<file path="src/rtl/if_fetch_unit.sv">
// Instruction-fetch front end.
// Owns the architectural PC and keeps at most one request outstanding to
// instruction memory. The returned word is buffered and offered downstream
// over a valid/ready handshake. Redirects from the next-PC logic can kill a
// buffered instruction or an in-flight fetch. A fetch that is still
// outstanding when a redirect arrives is drained: the request is held until
// the ack, its data is thrown away, and then the latest target is loaded.
module if_fetch_unit #(
    parameter logic [31:0] RESET_PC = 32'h0000_0000
) (
    input  logic        clk,
    input  logic        rstn,
    output logic [31:0] PC,
    input  logic [31:0] NPC,
    input  logic        npc_redirect,
    output logic        imem_req,
    output logic [31:0] imem_addr,
    input  logic        imem_ack,
    input  logic [31:0] imem_rdata,
    output logic        inst_valid,
    input  logic        inst_ready,
    output logic [31:0] inst_out,
    output logic [31:0] inst_pc
);

    typedef enum logic [1:0] {
        IDLE     = 2'd0,
        FETCH    = 2'd1,
        WAIT_OUT = 2'd2,
        DRAIN    = 2'd3
    } state_t;

    state_t      state_r;
    logic [31:0] pc_r;
    logic [31:0] pending_r;
    logic        req_r;
    logic        valid_r;
    logic [31:0] inst_r;
    logic [31:0] inst_pc_r;

    // Word-align a target address; the two low bits are forced to zero.
    function automatic logic [31:0] align_pc(input logic [31:0] addr);
        return addr & 32'hFFFF_FFFC;
    endfunction

    // Fetch control FSM. Every output comes straight from a register.
    // The PC is not changed while draining, so the address of the
    // outstanding request stays on imem_addr until its ack arrives.
    always_ff @(posedge clk or negedge rstn) begin
        if (!rstn) begin
            state_r   <= IDLE;
            pc_r      <= RESET_PC;
            pending_r <= 32'h0000_0000;
            req_r     <= 1'b0;
            valid_r   <= 1'b0;
            inst_r    <= 32'h0000_0000;
            inst_pc_r <= 32'h0000_0000;
        end else begin
            case (state_r)
                IDLE: begin
                    // A redirect is ignored here. Fetching starts at RESET_PC.
                    state_r <= FETCH;
                    req_r   <= 1'b1;
                end

                FETCH: begin
                    if (imem_ack) begin
                        if (npc_redirect) begin
                            // The returned word is on the wrong path. Drop it
                            // and issue a new request at the target.
                            pc_r <= align_pc(NPC);
                        end else begin
                            inst_r    <= imem_rdata;
                            inst_pc_r <= pc_r;
                            valid_r   <= 1'b1;
                            req_r     <= 1'b0;
                            state_r   <= WAIT_OUT;
                        end
                    end else if (npc_redirect) begin
                        // A request is never withdrawn. Remember the target
                        // and drain the outstanding fetch first.
                        pending_r <= align_pc(NPC);
                        state_r   <= DRAIN;
                    end else begin
                        state_r <= FETCH;
                    end
                end

                DRAIN: begin
                    if (imem_ack) begin
                        // If a redirect arrives together with the ack, that
                        // newer target takes priority.
                        pc_r    <= npc_redirect ? align_pc(NPC) : pending_r;
                        state_r <= FETCH;
                    end else if (npc_redirect) begin
                        pending_r <= align_pc(NPC);
                    end else begin
                        state_r <= DRAIN;
                    end
                end

                WAIT_OUT: begin
                    if (inst_ready) begin
                        // The PC update wraps modulo 2^32.
                        pc_r    <= npc_redirect ? align_pc(NPC) : (pc_r + 32'd4);
                        valid_r <= 1'b0;
                        req_r   <= 1'b1;
                        state_r <= FETCH;
                    end else if (npc_redirect) begin
                        // Kill the buffered instruction. It was never accepted.
                        pc_r    <= align_pc(NPC);
                        valid_r <= 1'b0;
                        req_r   <= 1'b1;
                        state_r <= FETCH;
                    end else begin
                        state_r <= WAIT_OUT;
                    end
                end

                default: begin
                    state_r <= IDLE;
                    req_r   <= 1'b0;
                    valid_r <= 1'b0;
                end
            endcase
        end
    end

    assign PC         = pc_r;
    assign imem_addr  = pc_r;
    assign imem_req   = req_r;
    assign inst_valid = valid_r;
    assign inst_out   = inst_r;
    assign inst_pc    = inst_pc_r;

endmodule

</file>
<file path="config.mk">
export PLATFORM = sky130hd
export DESIGN_NAME = if_fetch_unit
export DESIGN_NICKNAME = d
export VERILOG_FILES = /design/src/rtl/if_fetch_unit.sv
export SDC_FILE = /design/constraint.sdc
export NUM_CORES = 1
export LEC_CHECK = 0
export ABC_AREA = 1
export CORE_MARGIN = 1.5
export CORE_UTILIZATION = 30
export DETAILED_ROUTE_END_ITERATION = 6
export PLACE_DENSITY = 0.56
export SYNTH_ARGS = -nofsm -noshare
export SYNTH_HDL_FRONTEND = slang
export SYNTH_SLANG_ARGS = --single-unit
export TNS_END_PERCENT = 30
</file>
<file path="constraint.sdc">
create_clock -name clk -period 3.4 [get_ports clk]
set_input_delay 0.51 -clock clk [delete_from_list [all_inputs] [get_ports clk]]
set_output_delay 0.51 -clock clk [all_outputs]
set_load 0.02 [all_outputs]
</file>
==> After elaboration in Yosys (flattened, before gate mapping) <==
Cells that the tools add are included.
{ "totals": {"wordCells": 55, "reg_bits": 132, "in_bits": 69, "out_inout_bits": 130} }
{ "op_classes": {"add_sub_neg": 1, "n_reduce_logical": 11, "n_eq_ne": 9, "n_bitwise": 2, "mux": 25} }
{ "op_table": {"columns": ["operator", "count"], "rows": [
  ["32-bit two-way mux", 6],
  ["32-bit case mux with 3 select lines", 1],
  ["32-bit by 3-bit adder with 32-bit output, second input constant", 1],
  ["2-bit two-way mux", 7],
  ["3-bit != test, second input constant", 3],
  ["1-bit two-way mux", 8],
  ["2-bit case mux with 4 select lines", 1],
  ["4-bit AND reduction", 2],
  ["2-bit != test, second input constant", 3],
  ["3-bit AND reduction", 2],
  ["3-bit nonzero test", 2],
  ["2-bit == test, second input constant", 2],
  ["2-bit AND reduction", 2],
  ["1-bit case mux with 3 select lines", 1],
  ["2-bit by 1-bit == test with 1-bit output, second input constant", 1],
  ["2-bit zero test", 1],
  ["1-bit NOT", 2],
  ["1-bit case mux with 2 select lines", 1],
  ["2-bit nonzero test", 1],
  ["2-bit OR reduction", 1]
]} }

==> Logic depth before layout (Yosys ltp) <==
{ "depth": {"depth_word": 4, "depth_mapped": 12, "ltp_nobuf": 12} }

==> Least setup slack after synthesis <==
Ideal clock, no wire load.
{ "synth_path": {"kind": "input port to flip-flop", "from": "in npc_redirect", "to": "reg inst_r[19], in the netlist inst_out[19]", "required_ns": 3.283, "n_path_buf": 3, "stages": 10, "setup_time_ns": 0.117, "arrival_ns": 1.652, "setup_slack_ns": 1.631, "cell_sequence": "buf_2 -> nor2_2 -> a21oi_1 -> or2_4 -> nor2_8 -> inv_4 -> buf_6 -> buf_6 -> nand2_2 -> nand2_1"} }
{ "synth_via": {"elab_chain_cells": 2} }
{ "synth_rtl": {"columns": ["item", "line_no", "text"], "rows": [
  ["from (decl)", "15", "input logic npc_redirect,"],
  ["1-bit NOT (no source line)", null, null],
  ["3-bit AND reduction (no source line)", null, null],
  ["to (signal assigned)", "73", "inst_r <= imem_rdata;"],
  ["to (decl)", "38", "logic [31:0] inst_r;"]
]} }
No other way between the ends.
A chain may end at the register's enable or synchronous reset.

==> impl_metrics.tcl <==
set metrics [dict create \
    clk_pin_slew_ns 0.06 \
    synth.avg_cell_area_um2 7.55 \
    wl_per_cell_um 16.4 \
    synth_edf_count 0 \
    worstSetupPathType "in -> reg" \
    die-area_um2 25100 \
    switching_share_pct 44.6 \
    drt_iter0_markers 487 \
    synth_top_area_share_pct 45.7 \
    areaGrowthSynthToFinish_pct 37.0 \
    grt_start_max_net_pins 68 \
    max_freq_ghz 0.428 \
    fin_crit_sh_pct 68.8 \
    synth-compound-area-share_pct 15.1 \
    period_needed_ns 2.34 \
    fin_area_um2 9910 \
    arrival_ns 2.71 \
    r2r_start "PC[3]" \
    synth_area_leaders "dfrtp_1 (46%), nand2_1 (14%), nor2_1 (6.3%)" \
    drt-total-wl_um 23700 \
    synth_fa_ha_area_share_pct 0.173 \
    ys_warn_count 0 \
    setup_tns_ns 0 \
    final_nets 1187 \
    placed_cells 1417 \
    switchingPower_uw 4500 \
    ant_nets 0 \
    via_per_inst 4.77 \
    cts_htree_levels 4 \
    cts_tree "done" \
    yosys.cell_count.top_type "nand2_1" \
    gr-usage-all-layers_pct 19.4 \
    cts-resized-gates 0 \
    maxCapViolations 0 \
    clkSinkCount 132 \
    synth_xor_area_share_pct 0.726 \
    synthesis.nets 1028 \
    worst_pin_slew_ns 0.689 \
    hold_class "in -> async" \
    initial_core_util_pct 30.7 \
    crit_fanout 21 \
    boundaryPins 199 \
    yosys.cell_types.count 38 \
    postCtsSetupRepairBufs 0 \
    synthArstFlopShare_pct 100 \
    crit_path_start_kind "input port" \
    cpMostUsedCell "nand2_1" \
    finalHoldViolCount 0 \
    fill_cells 2436 \
    seq_power_share_pct 30.0 \
    grt_overflow 0 \
    ys_ff_latch 132 \
    crit_path_cell_trace "clkdlybuf4s50_1 -> inv_1 -> nand2_2 -> nor2_4 -> or2_4 -> nor2_8 -> inv_4 -> buf_4 -> nand2_1 -> nand2_1" \
    syn_area_um2 7240 \
    end_kind "flop" \
    power.internal_uw 5580 \
    first_pass_iters 5 \
    rows 56 \
    muxShareOfSynthArea_pct 2.80 \
    slowest_delay_ns 0.51 \
    die_x_um 158 \
    synthTopCellsByCount "nand2_1 (277), dfrtp_1 (132), nor2_1 (121)" \
    synthCells 958 \
    path_delay_family "buffers and inverters" \
    fp.coreArea_um2 23500 \
    leakage_uw 0.00444 \
    power_density_nw_per_um2 1020 \
    n_antenna_cell 0 \
    port_buffers 196 \
    final_max_slew_viol_count 0 \
    die_y_um 158 \
    antenna_found_initial 0 \
    fin_skew_ns 0.00934 \
    r2r_slack_ns 1.26 \
    root_buffer "clkbuf_16" \
    insertion_delay_ns 0.43 \
    r2r_end "PC[12]" \
    synth_top_family_by_area "simple AND/OR/NAND/NOR gates" \
    rsz0062_at_grt "false" \
    final_layout_size_suffix_gt1_share_pct 8.32 \
    ys_seq_area_share_pct 45.7 \
    power.share.clock_pct 19.2 \
    holdBufCountCts 0 \
    crit_buf_inv 4 \
    pwr-share-comb_pct 50.8 \
    cts.path.max_buffers 2 \
    yosys.area_share.simple_pct 25.0 \
    vias 6907 \
    crit_required_ns 3.77 \
    cts_made_buffers 17 \
    cp_num_cells 10 \
    setup_viol 0 \
    synthFlopType "dfrtp_1" \
    synth_top_area_cell "dfrtp_1" \
    reg2regPathDepth 8 \
    drcViolationCount 0 \
    slew_headroom_pct 54.0 \
    routabilityCongestion 0.886 \
    final_cells 1449 \
    dpl.hpwl_um 16800 \
    grt_pass1_wl_um 36600 \
    ir_drop_uv 392 \
    crit_slowest_cell "inv_1" \
    power_uw 10100 \
    placed_cell_area_um2 9300 \
    status "complete, no violations" \
    grt_pass1_vias 6515 \
]
==> layout by cell type (no fill, tap or decap), types with 3 or more instances in the layout <==
master,Yosys,final
nand2_1,277,277
a211oi_1,13,13
clkbuf_16,0,17
clkinv_4,0,3
nor2_1,121,120
inv_2,3,3
o21ai_0,77,77
a22oi_1,11,11
buf_4,33,17
o21ai_1,22,22
clkdlybuf4s50_1,0,194
o22ai_1,5,5
mux2_2,18,18
inv_6,0,5
nor3_1,4,4
xor2_1,6,6
o211ai_1,4,4
nor2_4,3,3
nand2_2,11,11
nand3_1,28,28
inv_1,74,74
dfrtp_1,132,132
a21oi_1,54,54
==> metal layers <==
metal	part of all wire [%]	GRT usage (%)
met5	0	0
met2	47	30.3
met4	1.8	5.87
met1	46	26.8
met3	5.7	4.27
==> worst max path at each step <==
stage,start,endpoint
floorplan,npc_redirect,inst_out[19]
global placement,inst_ready,inst_out[11]
detailed placement,inst_ready,inst_out[0]
CTS,inst_ready,inst_out[0]
global route,inst_ready,inst_out[9]
finish,inst_ready,inst_out[0]
==> sequential cells by signal, summed over array words and instances (netlist names) <==
signal      cells
PC             32
inst_out       32
inst_pc        32
pending_r      32
state_r         2
imem_req        1
inst_valid      1
==> cells by family (layout without fill, tap and decap cells) <==
family                     count (synthesis)  count (layout)
and+or+nand+nor                          450             450
AOI/OAI and AO/OA                        197             197
muxes                                     18              18
DFF                                      132             132
buffers and inverters                    154             326
xor gates and xnor gates                   6               6
adders and majority gates                  1               1
==> layout make-up <==
cell class | instances | area [um2] | share of cell area (%)
Clock buffer | 18 | 439 | 4.43
Multi-Input combinational cell | 672 | 3180 | 32.0
Tap cell | 319 | 399 | 4.03
Timing Repair Buffer | 215 | 2130 | 21.5
Clock inverter | 14 | 168 | 1.69
Inverter | 79 | 299 | 3.02
Sequential cell | 132 | 3300 | 33.3
==> power by group through the flow <==
stage / sequential, uW / clock (uW) / combinational [uW]
finish: 3020 / 1930 / 5120
global route: 3130 / 2040 / 5590
CTS: 3020 / 1970 / 5170
detailed placement: 3040 / 0 / 5160
global placement: 3030 / 0 / 5120
floorplan: 3510 / 0 / 2540
==> worst reg2reg max path: cells and delay by family (launching register included) <==
| kind | cells | cell delay, ns |
|---|---|---|
| and+or+nand+nor | 3 | 0.82 |
| DFF | 1 | 0.48 |
| AOI/OAI and AO/OA | 3 | 0.38 |
| adders and majority gates | 1 | 0.23 |
| buffers and inverters | 1 | 0.11 |
==> metrics by stage <==
step	util, %	worst slack [ns]	hold slack, ns
2_1_floorplan	-	1.63	0.214
3_3_place_gp	39.5	0.621	0.454
3_5_place_dp	39.5	0.606	0.455
4_1_cts	42.1	1.06	0.125
5_1_grt	42.1	0.919	0.150
6_report	42.1	1.06	0.104
No activity file was read; power rests on OpenSTA's default activity.
